**src/rtl/piso_serializer.sv**
```systemverilog
// Parallel-in serial-out transmitter with a one-word holding buffer and frame markers.
// Words load over a valid/ready port; bits leave one per serial valid/ready transfer.
module piso_serializer #(
  parameter int unsigned WIDTH     = 8,
  parameter bit          MSB_FIRST = 1'b1
) (
  input  logic             clk_i,
  input  logic             rst_i,
  input  logic [WIDTH-1:0] d_i,
  input  logic             load_valid_i,
  output logic             load_ready_o,
  output logic             ser_out_o,
  output logic             ser_valid_o,
  input  logic             ser_ready_i,
  output logic             frame_start_o,
  output logic             frame_end_o,
  output logic             busy_o
);

  localparam int unsigned CntW = (WIDTH > 1) ? $clog2(WIDTH) : 1;
  localparam logic [CntW-1:0] CntLast = CntW'(WIDTH - 1);

  localparam logic [0:0] StIdle  = 1'b0;
  localparam logic [0:0] StShift = 1'b1;

  logic [0:0]       state_q, state_d;
  logic [WIDTH-1:0] sh_q, sh_d;
  logic [WIDTH-1:0] hbuf_q, hbuf_d;
  logic             hfull_q, hfull_d;
  logic [CntW-1:0]  cnt_q, cnt_d;

  logic accept, xfer, last_bit;
  logic [WIDTH-1:0] sh_shifted;

  assign load_ready_o = !hfull_q && !rst_i;
  assign ser_valid_o  = (state_q == StShift);
  assign accept       = load_valid_i && load_ready_o;
  assign xfer         = ser_valid_o && ser_ready_i;
  assign last_bit     = (cnt_q == CntLast);

  // Move the next bit toward the output end, zero-filling behind it.
  assign sh_shifted = MSB_FIRST ? (sh_q << 1) : (sh_q >> 1);

  always_comb begin
    ser_out_o = 1'b0;
    if (ser_valid_o) begin
      ser_out_o = MSB_FIRST ? sh_q[WIDTH-1] : sh_q[0];
    end
  end

  assign frame_start_o = ser_valid_o && (cnt_q == '0);
  assign frame_end_o   = ser_valid_o && last_bit;
  assign busy_o        = ser_valid_o || hfull_q;

  always_comb begin
    state_d = state_q;
    sh_d    = sh_q;
    hbuf_d  = hbuf_q;
    hfull_d = hfull_q;
    cnt_d   = cnt_q;
    unique case (state_q)
      StIdle: begin
        if (accept) begin
          sh_d    = d_i;
          cnt_d   = '0;
          state_d = StShift;
        end
      end
      StShift: begin
        if (xfer && last_bit) begin
          // A held word wins; otherwise a same-cycle load bypasses the holding buffer.
          if (hfull_q) begin
            sh_d    = hbuf_q;
            hfull_d = 1'b0;
            cnt_d   = '0;
          end else if (accept) begin
            sh_d  = d_i;
            cnt_d = '0;
          end else begin
            state_d = StIdle;
          end
        end else begin
          if (xfer) begin
            sh_d  = sh_shifted;
            cnt_d = cnt_q + CntW'(1);
          end
          if (accept) begin
            hbuf_d  = d_i;
            hfull_d = 1'b1;
          end
        end
      end
      default: state_d = StIdle;
    endcase
  end

  always_ff @(posedge clk_i or posedge rst_i) begin
    if (rst_i) begin
      state_q <= StIdle;
      sh_q    <= '0;
      hbuf_q  <= '0;
      hfull_q <= 1'b0;
      cnt_q   <= '0;
    end else begin
      state_q <= state_d;
      sh_q    <= sh_d;
      hbuf_q  <= hbuf_d;
      hfull_q <= hfull_d;
      cnt_q   <= cnt_d;
    end
  end

endmodule

```
**config.mk**
```make
export PLATFORM = sky130hd
export DESIGN_NAME = piso_serializer
export DESIGN_NICKNAME = d
export VERILOG_FILES = /design/src/rtl/piso_serializer.sv
export SDC_FILE = /design/constraint.sdc
export NUM_CORES = 1
export LEC_CHECK = 0
export BUFFER_PORTS_ARGS = -buffer_cell sky130_fd_sc_hd__buf_2
export CAP_MARGIN = 20
export CORE_MARGIN = 8
export CORE_UTILIZATION = 50
export CTS_CLUSTER_SIZE = 40
export DETAILED_ROUTE_END_ITERATION = 7
export GPL_TIMING_DRIVEN = 0
export PLACE_DENSITY_LB_ADDON = 0.3
export SLEW_MARGIN = 25
export SYNTH_ARGS = -nofsm -noshare
export SYNTH_HDL_FRONTEND = slang
export SYNTH_SLANG_ARGS = --single-unit
```
**constraint.sdc**
```tcl
create_clock -name clk_i -period 2.1 [get_ports clk_i]
set_input_delay 0.42 -clock clk_i [delete_from_list [all_inputs] [get_ports clk_i]]
set_output_delay 0.42 -clock clk_i [all_outputs]
set_load 0.02 [all_outputs]
```
==> metrics.log, run 1 <==
[metrics] initial antenna violation count: 0
[metrics] pin count of the biggest net entering global routing: 22
[metrics] result of the run: finished, final reports clean
[metrics] Clock Sink Count: 21
[metrics] row count: 17
[metrics] clock root buffer: clkbuf_4
[metrics] count of input and output buffers: 16
[metrics] EDFF count, synth: 0
[metrics] main combinational cell family by area after synthesis: compound AO/OA/AOI/OAI gates
[metrics] worst stage delay on the critical path: 420 ps
[metrics] Final HPWL DP: 1910 um
[metrics] Avg Synthesized Cell Area: about 9.4 um^2
[metrics] most frequently used flop master after synthesis: dfrtp_1
[metrics] layout net count: 164
[metrics] floorplan die area: around 0.0042 mm^2
[metrics] Cells after Synth: 127
[metrics] Worst Setup End Kind: output pin
[metrics] Layout Utilization: 0.614
[metrics] clock-pin slew on the worst setup and hold paths: around 120 ps
[metrics] number of global-route vias before repair: 968
[metrics] Leakage Power: around 0.00063 uW
[metrics] DRC violation count after routing: 0
[metrics] wire length of the first global-routing pass: 4480 um
[metrics] Critical Path Source Type: register
[metrics] unrepaired setup endpoints after global routing: no
[metrics] Synth Area in Adders: 0.0313
[metrics] count of state elements after synthesis: 21
[metrics] share of the clock period used by the worst path after layout: 0.976
[metrics] biggest area consumer among synthesized cells: dfrtp_1
[metrics] effective utilization at floorplan: 0.536
[metrics] vias per inst: 5.79
[metrics] max-cap violations: 0
[metrics] latest clock arrival within the worst-skew pair: 310 ps
[metrics] clock tree from TritonCTS: done
[metrics] CTS Hold Bufs: 0
[metrics] actual slew at the worst max-slew pin: 804 ps
[metrics] post-synthesis share of cell area spent on and, or, nand and nor gates: 0.147
[metrics] fraction of layout cells with a size suffix above 1: 0.257
[metrics] power density relative to cell area: 1360 mW/mm^2
[metrics] via total after detailed routing: 1019
[metrics] slowest stage cell, crit path: dfrtp_1
[metrics] proportion of synthesized chip area in sequential cells: 0.439
[metrics] worst clock skew: about 3.9 ps
[metrics] Post-DRT Antenna Nets: 0
[metrics] XOR/XNOR share of the synthesized area: 0
[metrics] critical path required time: between 1500 and 2000 ps
[metrics] asr flop ratio synth: 1.00
[metrics] CP Max Fanout: 10
[metrics] Max Slew Vio Count: 0
[metrics] wire length after detailed routing: 2730 um
[metrics] deepest level of the CTS H-tree: 1
[metrics] Final Hold Violating Endpoints: 0
[metrics] total congestion overflow: 0
[metrics] compound-cell area share of the yosys netlist: 0.240
[metrics] IR drop worst, VDD: between 0.0006 and 0.0007 V
[metrics] largest cells by area after synthesis: dfrtp_1, mux2_2, a21oi_1
[metrics] global-route usage over all layers: 0.134
[metrics] n_diodes: 0
[metrics] setup TNS: 0 ps
[metrics] worst min-delay path category: in2async
[metrics] iteration count of the initial detailed-routing pass: 4
[metrics] post-synth top area share: 0.439
[metrics] area delta synth->final: 14.5%
[metrics] die outline height: 64.9 um
[metrics] Starting DRT DRC Count: 31
[metrics] CTS buffer count: 3
[metrics] count of synthesis-stage warnings from yosys: 0
[metrics] peak clock frequency supported by timing: 488 MHz
[metrics] Bufs on Longest Clock Path: 2
[metrics] netlist area before placement: 0.00120 mm^2
[metrics] number of buffers and inverters on the critical path: 3
[metrics] multiplexer share of the synthesized area: 0.0836
[metrics] kind of cell with the highest combined delay on the critical path: buffers and inverters
[metrics] GPL Wtd Cong: 0.815
[metrics] number of distinct library cell variants in the gate-level netlist after synthesis: 30
[metrics] Tmin final: 2050 ps
[metrics] final setup violation count: 0
[metrics] crit path cell chain: buf_2, clkbuf_2, or2_2, buf_2
[metrics] Net Count, Synth: 142
[metrics] detailed-route wire length per cell: 15.5 um
[metrics] Most Frequent Cell on Critical Path: buf_2
[metrics] area of the core: 0.00223 mm^2
[metrics] worst path arrival time: 1630 ps
[metrics] Slew Limit Headroom: 0.463
[metrics] critical path class: reg2out
[metrics] num ports: 18
[metrics] width of the die: 64.9 um
[final timing paths]
check / to / slack, ps / startpoint / depth (start not counted)
worst max-delay path: busy_o / 50 / ser_valid_o / 4
worst min-delay path: cnt_q[0] / 290 / rst_i / 2
worst max register to register: hbuf_q[7] / 360 / cnt_q[1] / 5
worst min register to register: sh_q[7] / 510 / sh_q[7] / 1
max in group asynchronous: sh_q[0] / 1320 / rst_i / 2
min in group clk_i: hbuf_q[6] / 340 / d_i[6] / 2
[registers in the layout, summed over array words and instances, names as in the netlist]
| name | flops |
|---|---|
| hfull_q | 1 |
| hbuf_q | 8 |
| ser_valid_o | 1 |
| sh_q | 8 |
| cnt_q | 3 |
[layout by cell type, fill, tap and decap left out, types with 2 or more instances in the layout]
cell,n
dfrtp_1,21
buf_2,18
a21oi_1,13
inv_1,12
nand2_1,11
o21ai_0,9
mux2_2,8
o22ai_1,6
a22oi_1,5
nor2_1,4
nor2b_1,4
and2_1,3
a31oi_1,3
a22o_1,3
clkbuf_4,3
nand2b_1,2
o221ai_1,2
o21a_1,2
ha_1,2
[worst reg2reg max path, stage by stage (launching register included)]
cell,delay (ps)
dfrtp_1,430
ha_1,230
ha_4,180
nand2_1,280
nand3_4,200
mux2_2,330
[per-layer routing]
layer | vias up | global-route usage | wire length (um)
li1 | 496 | - | -
met2 | 22 | 0.209 | 1330
met4 | 0 | 0.0572 | 42
met3 | 5 | 0.0292 | 86
met5 | - | 0 | 0
met1 | 496 | 0.175 | 1260
[area by class of cell]
type	instances	area, um^2
tap	28	35.0
clock inverter	1	5.00
buffer	5	32.5
timing repair buffer	17	87.6
inverter	13	48.8
clock buffer	3	22.5
sequential	21	526
multi-input combinational	88	614
fill	197	862
[per-stage QoR]
stage          instances  instance area, um^2  power, uW  hold WS, ps  setup WS (ps)
6_report             176                 1370       1870          286           49.4
5_1_grt              176                 1370       2010          333           8.88
4_1_cts              175                 1350       1830          321          0.337
3_5_place_dp         171                 1310       1630          485            200
3_3_place_gp         171                 1310       1590          474            206
2_1_floorplan        127                 1200       1400          397            369
[report_power, final]
| part | total, uW | internal [uW] | switching (uW) |
|---|---|---|---|
| logic | 930 | 425 | 505 |
| registers | 734 | 600 | 134 |
| clock network | 201 | 71.3 | 130 |
| total | 1870 | 1100 | 769 |
[logic make-up (layout without fill, tap and decap cells)]
kind of cell	count (synthesis)	count (layout)
AO/OA/AOI/OAI	46	46
adder cells (fa/ha/maj)	3	3
buffers and inverters	18	39
flip-flops	21	21
multiplexers	9	9
AND/OR/NAND/NOR	30	30
[synth_stat cells (all sizes together), types with 4 or more instances]
cell,n
a22oi,5
nor2,4
a21oi,13
o21ai,9
nand2,11
dfrtp,21
mux2,8
nor2b,4
inv,12
o22ai,6
[repair_timing]
action / 4_1_cts / 5_1_grt
endpoints found under the setup margin: 1 / 4
setup buffers: 0 / 1
gates resized for setup: 3 / 4
(Power assumes the default switching activity.)
==> run 2, diff against run 1 <==
- CORE_UTILIZATION: 50 -> 31
- CTS_BUF_LIST: not set -> sky130_fd_sc_hd__clkbuf_16
==> run 2 against run 1 <==
Die area up 45%. Largest cell class unchanged. Via count up 0.49%. Final area up 3.5%. Non-clock buffer count down 2. Final cell count up 10%. Clock skew down 3.0 ps. Sequential share of layout area down 1.3 points.
==> metrics.log, run 2 (synthesis gave the netlist of run 1 again) <==
[metrics] result of the run: finished, final reports clean (unchanged)
[metrics] Critical Path Source Type: register (unchanged)
[metrics] final setup violation count: 0 (unchanged)
[metrics] CTS buffer count: 3 (unchanged)
[metrics] Global Route met1 Usage: 0.125 (was 0.175)
[metrics] die outline height: 78.2 um (was 64.9 um)
[metrics] Worst Setup End Kind: output pin (unchanged)
[metrics] critical path class: reg2out (unchanged)
[metrics] Bufs on Longest Clock Path: 2 (unchanged)
[metrics] share of the clock period used by the worst path after layout: 0.950 (was 0.976)
[metrics] CP Max Fanout: 10 (unchanged)
[metrics] area of the core: 0.00369 mm^2 (was 0.00223 mm^2)
[metrics] worst min-delay path category: in2async (unchanged)
[metrics] Post-DRT Antenna Nets: 0 (unchanged)
[metrics] num ports: 18 (unchanged)
[metrics] effective utilization at floorplan: 0.325 (was 0.536)
[metrics] critical path required time: 1680 ps (about the same)
[metrics] number of global-route vias before repair: 1013 (was 968)
[metrics] vias per inst: 5.28 (was 5.79)
[metrics] worst clock skew: 0.969 ps (was 3.93 ps)
[metrics] Slew Limit Headroom: 0.468 (was 0.463)
[metrics] via total after detailed routing: 1024 (was 1019)
[metrics] fraction of layout cells with a size suffix above 1: 0.240 (was 0.257)
[metrics] DRC violation count after routing: 0 (unchanged)
[metrics] detailed-route wire length per cell: 15.1 um (was 15.5 um)
[metrics] Final HPWL DP: 2140 um (was 1910 um)
[metrics] wire length of the first global-routing pass: 4870 um (was 4480 um)
[metrics] layout net count: 162 (was 164)
[metrics] floorplan die area: 0.00611 mm^2 (was 0.00422 mm^2)
[metrics] Max Slew Vio Count: 0 (unchanged)
[metrics] area of placed instances: 0.00134 mm^2 (was 0.00131 mm^2)
[metrics] GR Util met3: 0.0285 (was 0.0292)
[metrics] Clock Sink Count: 21 (unchanged)
[metrics] power density relative to cell area: 1430 mW/mm^2 (was 1360 mW/mm^2)
[metrics] Non-Filler Cell Area, Final: 0.00142 mm^2 (was 0.00137 mm^2)
[metrics] pin count of the biggest net entering global routing: 22 (unchanged)
[metrics] max-cap violations: 0 (unchanged)
[metrics] global-route usage over all layers: 0.0987 (was 0.134)
[metrics] largest registers in the final layout: hbuf_q x8, sh_q x8, cnt_q x3 (unchanged)
[metrics] GPL Wtd Cong: 0.805 (was 0.815)
[metrics] latest clock arrival within the worst-skew pair: 250 ps (was 310 ps)
[metrics] Starting DRT DRC Count: 102 (was 31)
[metrics] busiest metal layer after global routing: met2 (unchanged)
[metrics] n_diodes: 0 (unchanged)
[metrics] clock-pin slew on the worst setup and hold paths: 60 ps (was 120 ps)
[metrics] row count: 22 (was 17)
[metrics] Layout Utilization: 0.385 (was 0.614)
[metrics] setup TNS: 0 ps (unchanged)
[metrics] iteration count of the initial detailed-routing pass: 4 (unchanged)
[metrics] IR drop worst, VDD: 0.000546 V (was 0.000678 V)
[metrics] Leakage Power: 0.000640 uW (was 0.000626 uW)
[metrics] unrepaired setup endpoints after global routing: no (unchanged)
[metrics] peak clock frequency supported by timing: 501 MHz (was 488 MHz)
[metrics] met2 usage: 0.156 (was 0.209)
[metrics] CTS Hold Bufs: 0 (unchanged)
[metrics] Final Hold Violating Endpoints: 0 (unchanged)
[metrics] commonest non-fill, non-tap cell in the layout: dfrtp_1 (unchanged)
[metrics] initial antenna violation count: 0 (unchanged)
[metrics] clock root buffer: clkbuf_16 (was clkbuf_4)
[metrics] Fill cells: 397 (was 197)
[metrics] total congestion overflow: 0 (unchanged)
[metrics] leading cell types in the layout, fill and taps excluded: dfrtp_1, buf_2, inv_1, a21oi_1, nand2_1 (was dfrtp_1, buf_2, a21oi_1, inv_1, nand2_1)
[metrics] Tmin final: 2000 ps (was 2050 ps)
[metrics] width of the die: 78.2 um (was 64.9 um)
[metrics] actual slew at the worst max-slew pin: 797 ps (was 804 ps)
[metrics] Post-CTS Repair Setup Buffers: 0 (unchanged)
[metrics] wire length after detailed routing: 2940 um (was 2730 um)
[metrics] count of input and output buffers: 16 (unchanged)
[metrics] deepest level of the CTS H-tree: 1 (unchanged)
[metrics] clock tree from TritonCTS: done (unchanged)
[metrics] area delta synth->final: 18.5% (was 14.5%)
[metrics] worst path arrival time: 1580 ps (was 1630 ps)
## run 2: cell types whose count changed in the layout (fill, tap and decap cells not counted), sizes merged
cell,delta
clkbuf,-1
buf,-1
inv,+1
clkinv,-1
## run 2: final timing paths
kind,start,endpoint,slack (ps),depth (start not counted)
setup / recovery,cnt_q[0],frame_end_o,100,5
hold / removal,rst_i,sh_q[6],360,2
setup reg to reg,cnt_q[0],hbuf_q[5],330,5
hold reg to reg,sh_q[7],sh_q[7],500,1
max in group asynchronous,rst_i,cnt_q[1],1250,2
min in group clk_i,d_i[0],hbuf_q[0],420,2
## run 2: area by class of cell
cell class                      count  area (um^2)  share of cell area
Buffer                              4         21.3              0.0150
Clock buffer                        3         75.1              0.0529
Clock inverter                      1         3.75             0.00265
Inverter                           13         48.8              0.0344
Multi-Input combinational cell     88          604               0.426
Sequential cell                    21          526               0.370
Tap cell                           48         60.1              0.0423
Timing Repair Buffer               16         80.1              0.0564
## run 2: per-layer routing
layer	part of all wire	wire length (um)	up-vias
met4	0.017	50	0
met1	0.46	1340	488
met2	0.47	1390	40
li1	-	-	490
met3	0.053	155	6
met5	0	0	-
## run 2: where the power goes
group          internal [uW]  switching (uW)
combinational            393             501
clock                    254             144
sequential               603             136
## run 2: critical path, cell delays in order, from the launching register on
cell and delay (ps):
dfrtp_1 400, ha_1 210, ha_2 210, clkbuf_4 190, and2_1 160, buf_2 150
## run 2: per-stage QoR
stage	power (uW)	setup WS, ps	hold slack (ps)	instances
finish	2030	104	357	194
detailed placement	1640	212	475	191
floorplan	1400	369	397	127
global route	2200	49.1	415	194
global placement	1600	227	479	191
CTS	2050	18.0	390	195
## run 2: what timing repair did
action / in CTS / in global routing
gates cloned: 0 / 0
resized for setup: 1 / 3
hold endpoints to repair: 0 / 0
setup endpoints to repair: 1 / 4
==> run 3, diff against run 2 <==
- CORE_ASPECT_RATIO: not set -> 0.6
==> run 3 against run 2 <==
Routed wire length is 8.1% higher. Critical endpoint unchanged. Non-clock buffer count is 1 higher. Core utilization is 0.19 points higher. Global-route usage is 1.2 points higher. Combinational power is 3.1% higher. Total power is 1.9% higher. Critical path type unchanged. Clock skew is 5.4 ps higher. Highest routed layer unchanged.
==> metrics.log, run 3 (synthesis gave the netlist of run 1 again) <==
[metrics] max-cap violations: 0 (unchanged)
[metrics] iteration count of the initial detailed-routing pass: 4 (unchanged)
[metrics] Fill cells: 388 (was 397)
[metrics] DRC violation count after routing: 0 (unchanged)
[metrics] floorplan die area: 0.00617 mm^2 (was 0.00611 mm^2)
[metrics] final setup violation count: 0 (unchanged)
[metrics] via total after detailed routing: 1026 (was 1024)
[metrics] width of the die: 96.2 um (was 78.2 um)
[metrics] deepest level of the CTS H-tree: 1 (unchanged)
[metrics] unrepaired setup endpoints after global routing: no (unchanged)
[metrics] fraction of power consumed by the clock network: 0.194 (was 0.196)
[metrics] clock root buffer: clkbuf_16 (unchanged)
[metrics] wire length of the first global-routing pass: 5280 um (was 4870 um)
[metrics] Bufs on Longest Clock Path: 2 (unchanged)
[metrics] largest registers in the final layout: hbuf_q x8, sh_q x8, cnt_q x3 (unchanged)
[metrics] Critical Path Source Type: register (unchanged)
[metrics] num ports: 18 (unchanged)
[metrics] Tmin final: 1980 ps (was 2000 ps)
[metrics] Max Slew Vio Count: 0 (unchanged)
[metrics] share of the clock period used by the worst path after layout: 0.943 (was 0.950)
[metrics] Slew Limit Headroom: 0.427 (was 0.468)
[metrics] detailed-route wire length per cell: 16.4 um (was 15.1 um)
[metrics] effective utilization at floorplan: 0.325 (about the same)
[metrics] worst path arrival time: 1560 ps (was 1580 ps)
[metrics] total congestion overflow: 0 (unchanged)
[metrics] Worst Setup End Kind: output pin (unchanged)
[metrics] commonest non-fill, non-tap cell in the layout: dfrtp_1 (unchanged)
[metrics] Final Hold Violating Endpoints: 0 (unchanged)
[metrics] Combinational Power Share: 0.446 (was 0.440)
[metrics] latest clock arrival within the worst-skew pair: 260 ps (was 250 ps)
[metrics] die outline height: 64.1 um (was 78.2 um)
[metrics] critical path class: reg2out (unchanged)
[metrics] row count: 17 (was 22)
[metrics] power density relative to cell area: 1450 mW/mm^2 (was 1430 mW/mm^2)
[metrics] CTS buffer count: 3 (unchanged)
[metrics] part of the power in registers: 0.360 (was 0.364)
[metrics] wire length on met1: 1580 um (was 1340 um)
[metrics] global-route usage over all layers: 0.111 (was 0.0987)
[metrics] Final HPWL DP: 2370 um (was 2140 um)
[metrics] fraction of layout cells with a size suffix above 1: 0.245 (was 0.240)
[metrics] routed length on met2: 1400 um (was 1390 um)
[metrics] n_diodes: 0 (unchanged)
[metrics] Leakage Power: 0.000644 uW (was 0.000640 uW)
[metrics] GPL Wtd Cong: 0.804 (was 0.805)
[metrics] layout net count: 163 (was 162)
[metrics] setup TNS: 0 ps (unchanged)
[metrics] Non-Filler Cell Area, Final: 0.00142 mm^2 (about the same)
[metrics] area of placed instances: 0.00134 mm^2 (about the same)
[metrics] Detail Route met3 WL: 159 um (was 155 um)
[metrics] actual slew at the worst max-slew pin: 858 ps (was 797 ps)
[metrics] worst clock skew: 6.38 ps (was 0.969 ps)
[metrics] wire length after detailed routing: 3180 um (was 2940 um)
[metrics] pin count of the biggest net entering global routing: 22 (unchanged)
[metrics] uppermost signal routing layer after detailed routing: met4 (unchanged)
[metrics] clock tree from TritonCTS: done (unchanged)
[metrics] Switch Pwr: 810 uW (was 781 uW)
[metrics] Post-DRT Antenna Nets: 0 (unchanged)
[metrics] IR drop worst, VDD: 0.000611 V (was 0.000546 V)
[metrics] clock-pin slew on the worst setup and hold paths: 60 ps (about the same)
[metrics] result of the run: finished, final reports clean (unchanged)
[metrics] peak clock frequency supported by timing: 505 MHz (was 501 MHz)
[metrics] vias per inst: 5.29 (was 5.28)
[metrics] leading cell types in the layout, fill and taps excluded: dfrtp_1, buf_2, inv_1, a21oi_1, nand2_1 (unchanged)
[metrics] number of global-route vias before repair: 1097 (was 1013)
[metrics] area of the core: 0.00368 mm^2 (was 0.00369 mm^2)
[metrics] count of input and output buffers: 16 (unchanged)
[metrics] worst min-delay path category: in2async (unchanged)
[metrics] area delta synth->final: 18.8% (was 18.5%)
[metrics] Clock Sink Count: 21 (unchanged)
[metrics] CP Max Fanout: 10 (unchanged)
[metrics] internal power: 1260 uW (was 1250 uW)
[metrics] switching share of total power: 0.391 (was 0.384)
[metrics] Starting DRT DRC Count: 47 (was 102)
[metrics] critical path required time: 1680 ps (about the same)
[metrics] initial antenna violation count: 0 (unchanged)
==> run 3: path summary, 6_finish.rpt <==
path / from / endpoint / slack, ps / depth (start not counted)
max in group asynchronous: rst_i / sh_q[5] / 1180 / 2
worst max register to register: cnt_q[0] / hbuf_q[5] / 320 / 5
worst min-delay path: rst_i / sh_q[7] / 380 / 2
worst max-delay path: cnt_q[0] / frame_end_o / 120 / 5
min in group clk_i: d_i[0] / hbuf_q[0] / 410 / 2
worst min register to register: sh_q[7] / sh_q[7] / 490 / 1
==> run 3: area by class of cell <==
type                    count  area [um^2]  area share
plain buffers               5         26.3      0.0185
flip-flops and latches     21          526       0.369
inverters                  13         48.8      0.0343
clock buffers               3         75.1      0.0528
repair buffers             16         80.1      0.0563
multi-input cells          88          604       0.425
clock inverters             1         3.75     0.00264
well taps                  47         58.8      0.0413
==> run 3: what timing repair did <==
action                     CTS  global route
hold buffers                 0             0
setup endpoints to repair    1             4
gates resized for setup      2             4
setup buffers                0             0
==> run 3: critical path, stage by stage (launching register included) <==
cell,delay [ps]
dfrtp_1,400
ha_1,210
ha_2,200
buf_4,180
and2_1,160
buf_2,150
==> run 3: per-stage QoR <==
stage                     power, uW  cells   util  setup WS [ps]  hold slack, ps
after floorplan                1400    127      -            369             397
after global placement         1610    190  0.363            179             468
after detailed placement       1660    190  0.363            162             478
after CTS                      2080    194  0.386           34.9             408
after global routing           2240    194  0.387           43.3             419
final                          2070    194  0.387            119             379
==> run 3: per-layer routing <==
layer,global-route usage,vias to the layer above
li1,-,496
met1,0.144,504
met2,0.161,22
met3,0.0408,4
met4,0.0438,0
met5,0,-
==> run 3: power by group through the flow <==
| stage | clock (uW) | sequential (uW) | combinational, uW |
|---|---|---|---|
| finish | 401 | 745 | 922 |
| global route | 432 | 768 | 1040 |
| CTS | 415 | 743 | 925 |
| detailed placement | 0 | 748 | 917 |
| global placement | 0 | 735 | 876 |
| floorplan | 0 | 715 | 686 |
